**src/rtl/key_scan_pkg.sv**
```systemverilog
// rtl/key_scan_pkg.sv - shared constants, width helper and event type for the key matrix scanner
package key_scan_pkg;

  // Smallest legal SCAN_INTERVAL: the 2-flop synchronizer needs time to settle after a column change
  localparam int MIN_SCAN_INTERVAL = 3;

  // Widest key index the event type can carry (up to 256 keys)
  localparam int MAX_KW = 8;

  // Bits needed to encode n distinct values, never less than 1
  function automatic int calc_kw(input int n);
    return (n <= 2) ? 1 : $clog2(n);
  endfunction

  typedef struct packed {
    logic [MAX_KW-1:0] code;
    logic              press;
  } key_evt_t;

endpackage

```
**src/rtl/key_debounce.sv**
```systemverilog
// rtl/key_debounce.sv - per-key debouncer, one sample per scan frame
module key_debounce
  import key_scan_pkg::*;
#(
  parameter int DEBOUNCE_SCANS = 4
) (
  input  logic clk,
  input  logic rst,
  input  logic sample,
  input  logic sample_en,
  output logic state
);

  localparam int CW = calc_kw(DEBOUNCE_SCANS + 1);

  logic          r_state;
  logic [CW-1:0] r_count;

  // Count consecutive disagreeing samples; toggle the debounced state once enough have been seen
  always_ff @(posedge clk or posedge rst) begin
    if (rst) begin
      r_state <= 1'b0;
      r_count <= '0;
    end else if (sample_en) begin
      if (sample == r_state) begin
        r_count <= '0;
      end else if (r_count == CW'(DEBOUNCE_SCANS - 1)) begin
        r_state <= ~r_state;
        r_count <= '0;
      end else begin
        r_count <= r_count + 1'b1;
      end
    end
  end

  assign state = r_state;

endmodule

```
**src/rtl/key_matrix_scan.sv**
```systemverilog
// rtl/key_matrix_scan.sv - key matrix column scanner with debounce and event emitter (KEY_RELEASE_EVT_EN adds release events)
module key_matrix_scan
  import key_scan_pkg::*;
#(
  parameter int SCAN_INTERVAL  = 100_000,
  parameter int ROWS           = 4,
  parameter int COLS           = 4,
  parameter int DEBOUNCE_SCANS = 4,
  localparam int KW            = calc_kw(ROWS * COLS)
) (
  input  logic                 clk,
  input  logic                 rst,
  output logic [COLS-1:0]      key_col,
  input  logic [ROWS-1:0]      key_row,
  output logic [ROWS*COLS-1:0] keys,
  output logic                 evt_valid,
  input  logic                 evt_ready,
  output logic [KW-1:0]        evt_code,
  output logic                 evt_press,
  output logic                 evt_lost
);

  localparam int NK = ROWS * COLS;
  localparam int SW = calc_kw(SCAN_INTERVAL + 1);

  if (SCAN_INTERVAL < MIN_SCAN_INTERVAL) begin : g_bad_interval
    $error("key_matrix_scan: SCAN_INTERVAL below minimum");
  end

  logic [SW-1:0]   r_slot;
  logic [COLS-1:0] r_col;
  logic [ROWS-1:0] r_sync1;
  logic [ROWS-1:0] r_sync2;
  logic [NK-1:0]   r_keys_prev;
  logic [NK-1:0]   r_pend;
  logic            r_evt_valid;
  key_evt_t        r_evt;
  logic            r_lost;

  logic            w_sample_pt;
  logic [NK-1:0]   w_keys;
  logic [NK-1:0]   w_set;
  logic            w_load;
  logic [KW-1:0]   w_load_idx;
  logic [NK-1:0]   w_load_mask;
  logic            w_lost;

  assign w_sample_pt = (r_slot == SW'(SCAN_INTERVAL));

  // Slot counter: one column slot is SCAN_INTERVAL+1 cycles
  always_ff @(posedge clk or posedge rst) begin
    if (rst) begin
      r_slot <= '0;
    end else if (w_sample_pt) begin
      r_slot <= '0;
    end else begin
      r_slot <= r_slot + 1'b1;
    end
  end

  // One-hot column ring, advanced only after the current column has been sampled
  always_ff @(posedge clk or posedge rst) begin
    if (rst) begin
      r_col <= COLS'(1);
    end else if (w_sample_pt) begin
      r_col <= (r_col << 1) | (r_col >> (COLS - 1));
    end
  end

  // Two-flop synchronizer for the asynchronous row returns
  always_ff @(posedge clk or posedge rst) begin
    if (rst) begin
      r_sync1 <= '0;
      r_sync2 <= '0;
    end else begin
      r_sync1 <= key_row;
      r_sync2 <= r_sync1;
    end
  end

  // Key k lives in column k/ROWS, row k%ROWS; it is sampled only while its column is strobed
  for (genvar k = 0; k < NK; k++) begin : g_key
    key_debounce #(
      .DEBOUNCE_SCANS(DEBOUNCE_SCANS)
    ) u_deb (
      .clk      (clk),
      .rst      (rst),
      .sample   (r_sync2[k % ROWS]),
      .sample_en(w_sample_pt & r_col[k / ROWS]),
      .state    (w_keys[k])
    );
  end

  // Previous debounced state, used to find debounced edges
  always_ff @(posedge clk or posedge rst) begin
    if (rst) begin
      r_keys_prev <= '0;
    end else begin
      r_keys_prev <= w_keys;
    end
  end

  // Edge selection, lowest-index priority pick and merge detection
  always_comb begin
`ifdef KEY_RELEASE_EVT_EN
    w_set = w_keys ^ r_keys_prev;
`else
    w_set = w_keys & ~r_keys_prev;
`endif
    w_load     = ~r_evt_valid & (|r_pend);
    w_load_idx = '0;
    for (int i = NK - 1; i >= 0; i--) begin
      if (r_pend[i]) begin
        w_load_idx = KW'(i);
      end
    end
    w_load_mask = w_load ? (NK'(1) << w_load_idx) : '0;
    // A key just being loaded is free again, so a simultaneous edge re-arms it instead of merging
    w_lost = |(w_set & r_pend & ~w_load_mask);
  end

  // Pending mask and the one-cycle merge pulse
  always_ff @(posedge clk or posedge rst) begin
    if (rst) begin
      r_pend <= '0;
      r_lost <= 1'b0;
    end else begin
      r_pend <= (r_pend & ~w_load_mask) | w_set;
      r_lost <= w_lost;
    end
  end

  // Event register: load when idle, hold until accepted, then stay idle for at least one cycle
  always_ff @(posedge clk or posedge rst) begin
    if (rst) begin
      r_evt_valid <= 1'b0;
      r_evt       <= '0;
    end else if (r_evt_valid && evt_ready) begin
      r_evt_valid <= 1'b0;
    end else if (w_load) begin
      r_evt_valid <= 1'b1;
      r_evt.code  <= MAX_KW'(w_load_idx);
`ifdef KEY_RELEASE_EVT_EN
      r_evt.press <= w_keys[w_load_idx];
`else
      r_evt.press <= 1'b1;
`endif
    end
  end

  assign key_col   = r_col;
  assign keys      = w_keys;
  assign evt_valid = r_evt_valid;
  assign evt_code  = KW'(r_evt.code);
  assign evt_press = r_evt.press;
  assign evt_lost  = r_lost;

endmodule

```
**config.mk**
```make
export PLATFORM = sky130hd
export DESIGN_NAME = key_matrix_scan
export DESIGN_NICKNAME = d
export VERILOG_FILES = /design/src/rtl/key_scan_pkg.sv /design/src/rtl/key_debounce.sv /design/src/rtl/key_matrix_scan.sv
export SDC_FILE = /design/constraint.sdc
export NUM_CORES = 1
export LEC_CHECK = 0
export BUFFER_PORTS_ARGS = -buffer_cell sky130_fd_sc_hd__clkbuf_2
export CAP_MARGIN = 20
export CORE_UTILIZATION = 60
export DETAILED_ROUTE_END_ITERATION = 8
export PLACE_DENSITY = 0.8
export SYNTH_ARGS = -nofsm -noshare
export SYNTH_HDL_FRONTEND = slang
export SYNTH_HIERARCHICAL = 1
export SYNTH_SLANG_ARGS = --single-unit
```
**constraint.sdc**
```tcl
create_clock -name clk -period 6.4 [get_ports clk]
set_input_delay 1.28 -clock clk [delete_from_list [all_inputs] [get_ports clk]]
set_output_delay 1.28 -clock clk [all_outputs]
set_load 0.02 [all_outputs]
```
==> results of run 1 <==
-- area by class of cell --
type | instances | area (µm²)
flip-flops and latches | 132 | 3300
clock inverters | 13 | 156
multi-input cells | 374 | 2620
inverters | 59 | 221
repair buffers | 34 | 173
fillers | 697 | 2780
well taps | 133 | 166
clock buffers | 19 | 442
-- per-stage QoR --
step	area [µm²]	setup slack, ps
after CTS	7080	3390
after global placement	6480	3480
after global routing	7080	3280
after detailed placement	6480	3400
final	7080	3380
after floorplan	6160	3410
-- worst max path at each step --
stage	slack (ps)	endpoint	startpoint
after global routing	3280	g_key[14].u_deb/state$_DFFE_PP0P_	r_slot[13]$_DFF_PP0_
after floorplan	3410	evt_code[0]$_DFFE_PP0P_	rst
after CTS	3390	evt_lost$_DFF_PP0_	r_pend[4]$_DFF_PP0_
final	3380	evt_lost$_DFF_PP0_	r_pend[4]$_DFF_PP0_
after detailed placement	3400	evt_lost$_DFF_PP0_	r_pend[4]$_DFF_PP0_
after global placement	3480	evt_lost$_DFF_PP0_	r_pend[4]$_DFF_PP0_
-- power by group --
group | internal [µW] | switching [µW] | leakage, µW
clock network | 612 | 356 | 0.000294
registers | 838 | 5.48 | 0.00181
logic | 6.52 | 22.8 | 0.00127
-- metal layers --
metal / up-vias / track usage, % / share of wire [%]
met3: 22 / 7.12 / 4.6
met5: - / 0 / 0
li1: 2077 / - / -
met1: 2091 / 31.8 / 45
met2: 106 / 41.3 / 48
met4: 0 / 12.9 / 2.4
-- state kept, by name, indices dropped and copies added (netlist names) --
register,count
evt_code,4
r_sync2,4
evt_valid,1
r_pend,16
evt_lost,1
g_key.u_deb/r_count,48
r_slot,17
r_keys_prev,16
evt_press,1
g_key.u_deb/state,16
r_sync1,4
key_col,4
-- cell usage in the layout (no fill, tap or decap), drive strengths merged, types with 2 or more instances in the layout --
cell      netlist  final
and2            4      4
o31ai          27     27
o2111ai         2      2
a21oi           3      3
or2             2      2
nand4b          2      2
o22ai          36     36
or3             5      5
or4             4      4
o311ai          2      2
nand4           4      4
bufinv          0      3
xnor2          22     22
mux2           20     20
a2111oi         2      2
nor2           23     23
clkinvlp        0      2
nor4            4      4
inv            59     60
nand3           8      8
o21ai          14     14
nor2b          22     22
xor2            7      7
and3            4      4
nand2b         62     62
dfrtp         131    131
ha             18     18
clkbuf          3     52
nand3b         16     16
clkinv          0      7
nand2          43     43
nor3            4      4
o22a            3      3
-- cells by family (layout without fill, tap and decap cells) --
kind of cell / count (synthesis) / after routing / synth area share (%)
XOR/XNOR: 29 / 29 / 4.12
adder cells (fa/ha/maj): 18 / 18 / 3.65
AND/OR/NAND/NOR: 210 / 210 / 19.3
buffers and inverters: 63 / 125 / 3.90
flip-flops: 132 / 132 / 53.6
AO/OA/AOI/OAI: 97 / 97 / 10.7
multiplexers: 20 / 20 / 4.63
-- critical path: stages, from the launching register on --
cell,delay [ps]
dfrtp_1,440
or4_4,590
or3_4,410
or3_4,420
o31ai_2,300
o22a_1,170
o311ai_1,90
or4b_1,480
==> reports/qor.txt, run 1 <==
top cells by area, synth = dfrtp_1 (53%), nand2b_1 (6.3%), mux2_4 (3.9%)
final non-filler cell total = 764
Yosys top cell by area = dfrtp_1
minimum clock period = 3020 ps
setup TNS = 0 ps
Die H = 103 µm
DRC = 0
worst-path maximum fanout = 7
die width = 103 µm
Clock Skew = 5.12 ps
wirelength, routed = 12400 µm
Max Clk Rate = 0.331 GHz
vias per cell = 5.62
total track usage = 25.6%
initial antenna violation count = 0
clock-pin slew of the registers on the worst-case setup and hold paths = 60 ps
FFs w/ async S/R, synth = 100%
worst hold margin = 347 ps
clock sinks = 132
CP Launch Type = flip-flop
area of the core = 0.00986 mm²
Final Core Density = 71.8%
hold endpoint = r_sync2[1]$_DFF_PP0_
Placed Cells = 732
num rows = 36
final hold vios = 0
Synth top cells by count = dfrtp_1 (131), nand2b_1 (62), inv_1 (59), nand2_1 (43), o22ai_1 (36)
count leader, synth = dfrtp_1
via count = 4296
FF-to-FF Start = r_pend[4]$_DFF_PP0_
post-CTS setup buffers = 0
Top FF cell, synth = dfrtp_1
I/O Pins = 34
Yosys warning count = 6
total CTS buffers = 17
Power, Total = 1840 µW
drt first pass iters = 4
Req. time, crit path = 6800 ps
post-synth cell types = 48
die area = 0.0107 mm²
worst reg2reg path endpoint = evt_lost$_DFF_PP0_
H-tree depth = 4
Post-Synthesis Cell Area = 0.00616 mm²
Setup CP Type = reg2reg
RSZ-0062 raised after global routing = no
Area Growth Syn to Fin = 14.9%
grt total ovfl = 0
first-pass GRT wire length = 20100 µm
hold path start = r_sync1[1]$_DFF_PP0_
final setup fails = 0
Arr. time, crit path = 3420 ps
post-route clock period utilization = 47.2%
VDD IR max = 250 µV
final net count = 643
Post-CTS Hold Buffers = 0
wire per inst = 16.2 µm
Port Buffers = 33
Post-synth EDFFs = 0
Starting Density = 62.5%
CTS tree = built
worst-margin pin slew = 889 ps
diodes inserted = 0
Worst Hold Class = reg2reg
Slew headroom = 40.7%
CTS root buffer = clkbuf_8
hold depth = 0
Slew Viols, Final = 0
outcome = finished clean
Iter 0 DRT Violations = 184
Synth top area share = 53.2%
endpoint type of the worst setup path = flip-flop
pin count of the biggest net entering global routing = 40
post-CTS sizing = 0
Power Density = 260 mW/mm²
ratio of cells with drive above 1 in the final layout = 15.2%
Placer Congestion = 0.970
post-route ant nets = 0
post-DP HPWL = 8600 µm
Syn Inst Count = 569
R2R depth = 7
Pleak = 0.00337 µW
Synth Register Bits = 132
vias in the first global route = 4264
MaxCap Viol Count = 0
CTS max path bufs = 2
mean cell area of the mapped netlist = 10.8 µm²
flop2flop setup slack = 3380 ps
fraction of the yosys area taken by sequential cells = 53.6%
Post-Syn Nets = 594
worst-skew pair later-pin latency = 530 ps
No activity file was read; power rests on OpenSTA's default activity.
==> run 2, diff against run 1 <==
Settings changed: CORE_UTILIZATION 60 to 55, PLACE_DENSITY 0.8 to 0.77.
Clock period 6.4 ns to 2.55 ns, I/O delays scaled along.
==> reports/qor.txt, run 2 (synthesis results as in run 1) <==
CP Launch Type = flip-flop
RSZ-0062 raised after global routing = yes
Crit path top cell by count = or3_4
register with the most flip-flops = g_key.u_deb/r_count
endpoint type of the worst setup path = flip-flop
Clock Skew = 6.43 ps (+1.31 ps)
R2R depth = 7 (unchanged)
Slew Viols, Final = 0 (unchanged)
Setup CP Type = reg2reg
Iter 0 DRT Violations = 250 (+36%)
Comb pwr share = 1.8% (+0.2 points)
CTS max path bufs = 2 (unchanged)
final non-filler cell total = 806 (+5.5%)
part of the power in registers = 46.4% (+0.6 points)
VDD IR max = 480 µV (+92%)
post-route clock period utilization = 107% (+60 points)
vias in the first global route = 4621 (+8.4%)
Port Buffers = 33 (unchanged)
worst-margin pin slew = 652 ps (-237 ps)
post-DP HPWL = 9130 µm (+6.1%)
total CTS buffers = 17 (unchanged)
first-pass GRT wire length = 21900 µm (+8.9%)
vias per cell = 5.55 (-1.3%)
most frequent cells in the layout = dfrtp_1 (131), nand2b_1 (62), inv_1 (58)
pin count of the biggest net entering global routing = 27 (-33%)
ratio of cells with drive above 1 in the final layout = 19.2% (+4.0 points)
Area Growth Syn to Fin = 20.3%
hold depth = 1 (+1)
Worst Hold Class = in2reg
final hold vios = 0 (unchanged)
failing checks = negative setup slack
CTS root buffer = clkbuf_8
clock sinks = 132 (unchanged)
Pleak = 0.00357 µW (+5.7%)
final net count = 678 (+5.4%)
final worst setup slack = -187 ps (-3570 ps)
drt first pass iters = 4 (unchanged)
Req. time, crit path = 2940 ps (-3860 ps)
area of the core = 0.0109 mm² (+10%)
outcome = finished, violations left
I/O Pins = 34 (unchanged)
die area = 0.0116 mm² (+8.9%)
clock-pin slew of the registers on the worst-case setup and hold paths = 60 ps (about the same)
total track usage = 25.0% (-0.64 points)
critical path's top delay family = simple AND/OR/NAND/NOR gates
WP buf/inv = 0 (unchanged)
Internal = 3640 µW (+150%)
most common cell after layout, fill and taps aside = dfrtp_1
Placer Congestion = 0.951 (-1.9%)
post-route ant nets = 0 (unchanged)
sw frac = 20.2% (-0.68 points)
Arr. time, crit path = 3130 ps (-290 ps)
power share of the clock group = 51.9% (-0.7 points)
num rows = 38 (+5.6%)
Max Clk Rate = 0.365 GHz (+10%)
grt total ovfl = 0 (unchanged)
CTS tree = built
slowest stage cell, crit path = or4_4
NetSw = 922 µW (+140%)
critical path depth = 7 (unchanged)
MaxCap Viol Count = 0 (unchanged)
worst-path maximum fanout = 4 (-3)
minimum clock period = 2740 ps (-281 ps)
H-tree depth = 4 (unchanged)
Starting Density = 56.6% (-5.9 points)
via count = 4472 (+4.1%)
final setup fails = 1 (+1)
Largest regs = g_key.u_deb/r_count x48, r_slot x17
Die H = 108 µm (+4.4%)
Slew headroom = 56.5% (+16 points)
initial antenna violation count = 0 (unchanged)
worst-skew pair later-pin latency = 520 ps (about the same)
die width = 108 µm (+4.4%)
setup TNS = -187 ps (-187 ps)
max reg flops = 48 (unchanged)
Power Density = 616 mW/mm² (+140%)
CP max stage delay = 540 ps (-50 ps)
wirelength, routed = 13100 µm (+5.6%)
worst-path cell chain = or4_4, or3_4, or3_4, o31ai_4, o22a_1, o311ai_1, or4b_1
wire per inst = 16.2 µm (+0.13%)
diodes inserted = 0 (unchanged)
DRC = 0 (unchanged)
Placed Cells = 773 (+5.6%)
fillers = 791 (+13%)
[run 2: changes by cell type in the layout (fill, tap and decap cells not counted), moves of 2 or more]
cell	delta
buf_12	+5
clkbuf_1	+6
clkbuf_8	+3
clkinv_2	-3
clkinv_4	-2
clkinvlp_4	-2
buf_4	+30
[run 2: metrics by stage]
stage	area (µm²)	power (µW)	utilization (%)	worst slack, ps	hold slack, ps
3_3_place_gp	6820	2230	62.6	-236	332
3_5_place_dp	6820	2240	62.6	-253	338
4_1_cts	7400	4600	68.0	-211	73.8
6_report	7410	4570	68.1	-187	95.6
5_1_grt	7410	4700	68.1	-254	77.6
2_1_floorplan	6170	2200	-	-236	276
[run 2: worst reg2reg max path, delay by kind of cell (launching register included)]
family / cells / cell delay (ps)
AO/OA/AOI/OAI: 3 / 440
AND/OR/NAND/NOR: 4 / 1800
flip-flops: 1 / 380
[run 2: cell type report]
type | count | area (µm²) | share of cell area [%]
clock buffer | 28 | 505 | 6.82
clock inverter | 4 | 70.1 | 0.945
inverter | 59 | 221 | 2.99
multi-input combinational | 374 | 2640 | 35.6
sequential | 132 | 3300 | 44.6
tap | 140 | 175 | 2.36
timing repair buffer | 69 | 498 | 6.72
[run 2: final timing paths]
kind,from,endpoint,slack (ps)
worst min-delay path,key_row[3],r_sync1[3]$_DFF_PP0_,100
worst min register to register,r_sync1[0]$_DFF_PP0_,r_sync2[0]$_DFF_PP0_,350
worst max register to register,r_pend[6]$_DFF_PP0_,evt_lost$_DFF_PP0_,-190
max in group asynchronous,rst,key_col[0]$_DFFE_PP1N_,1610
min in group asynchronous,rst,g_key[5].u_deb/r_count[2]$_DFFE_PP0P_,180
worst max-delay path,r_pend[6]$_DFF_PP0_,evt_lost$_DFF_PP0_,-190
[run 2: power by group through the flow]
stage	Sequential, µW	Clock, µW	Combinational (µW)
2_1_floorplan	2150	0	50.9
3_3_place_gp	2150	0	79.9
3_5_place_dp	2150	0	83.2
4_1_cts	2120	2400	84.1
5_1_grt	2120	2490	93.5
6_report	2120	2370	80.9
[run 2: per-layer routing]
layer  global-route usage (%)  part of all wire, %  up-vias
met1                     32.6                   46     2197
met3                     5.51                  4.2       21
met4                     9.98                  1.7        0
met2                     40.4                   49      107
li1                         -                    -     2147
met5                        0                    0        -
[run 2: repair_timing]
| action | in CTS | in global routing |
|---|---|---|
| gates cloned | 0 | 0 |
| pin swaps | 4 | 4 |
| gates resized for setup | 1 | 3 |
| setup buffers | 0 | 1 |
| hold buffers | 0 | 0 |
| endpoints found under the setup margin | 1 | 8 |
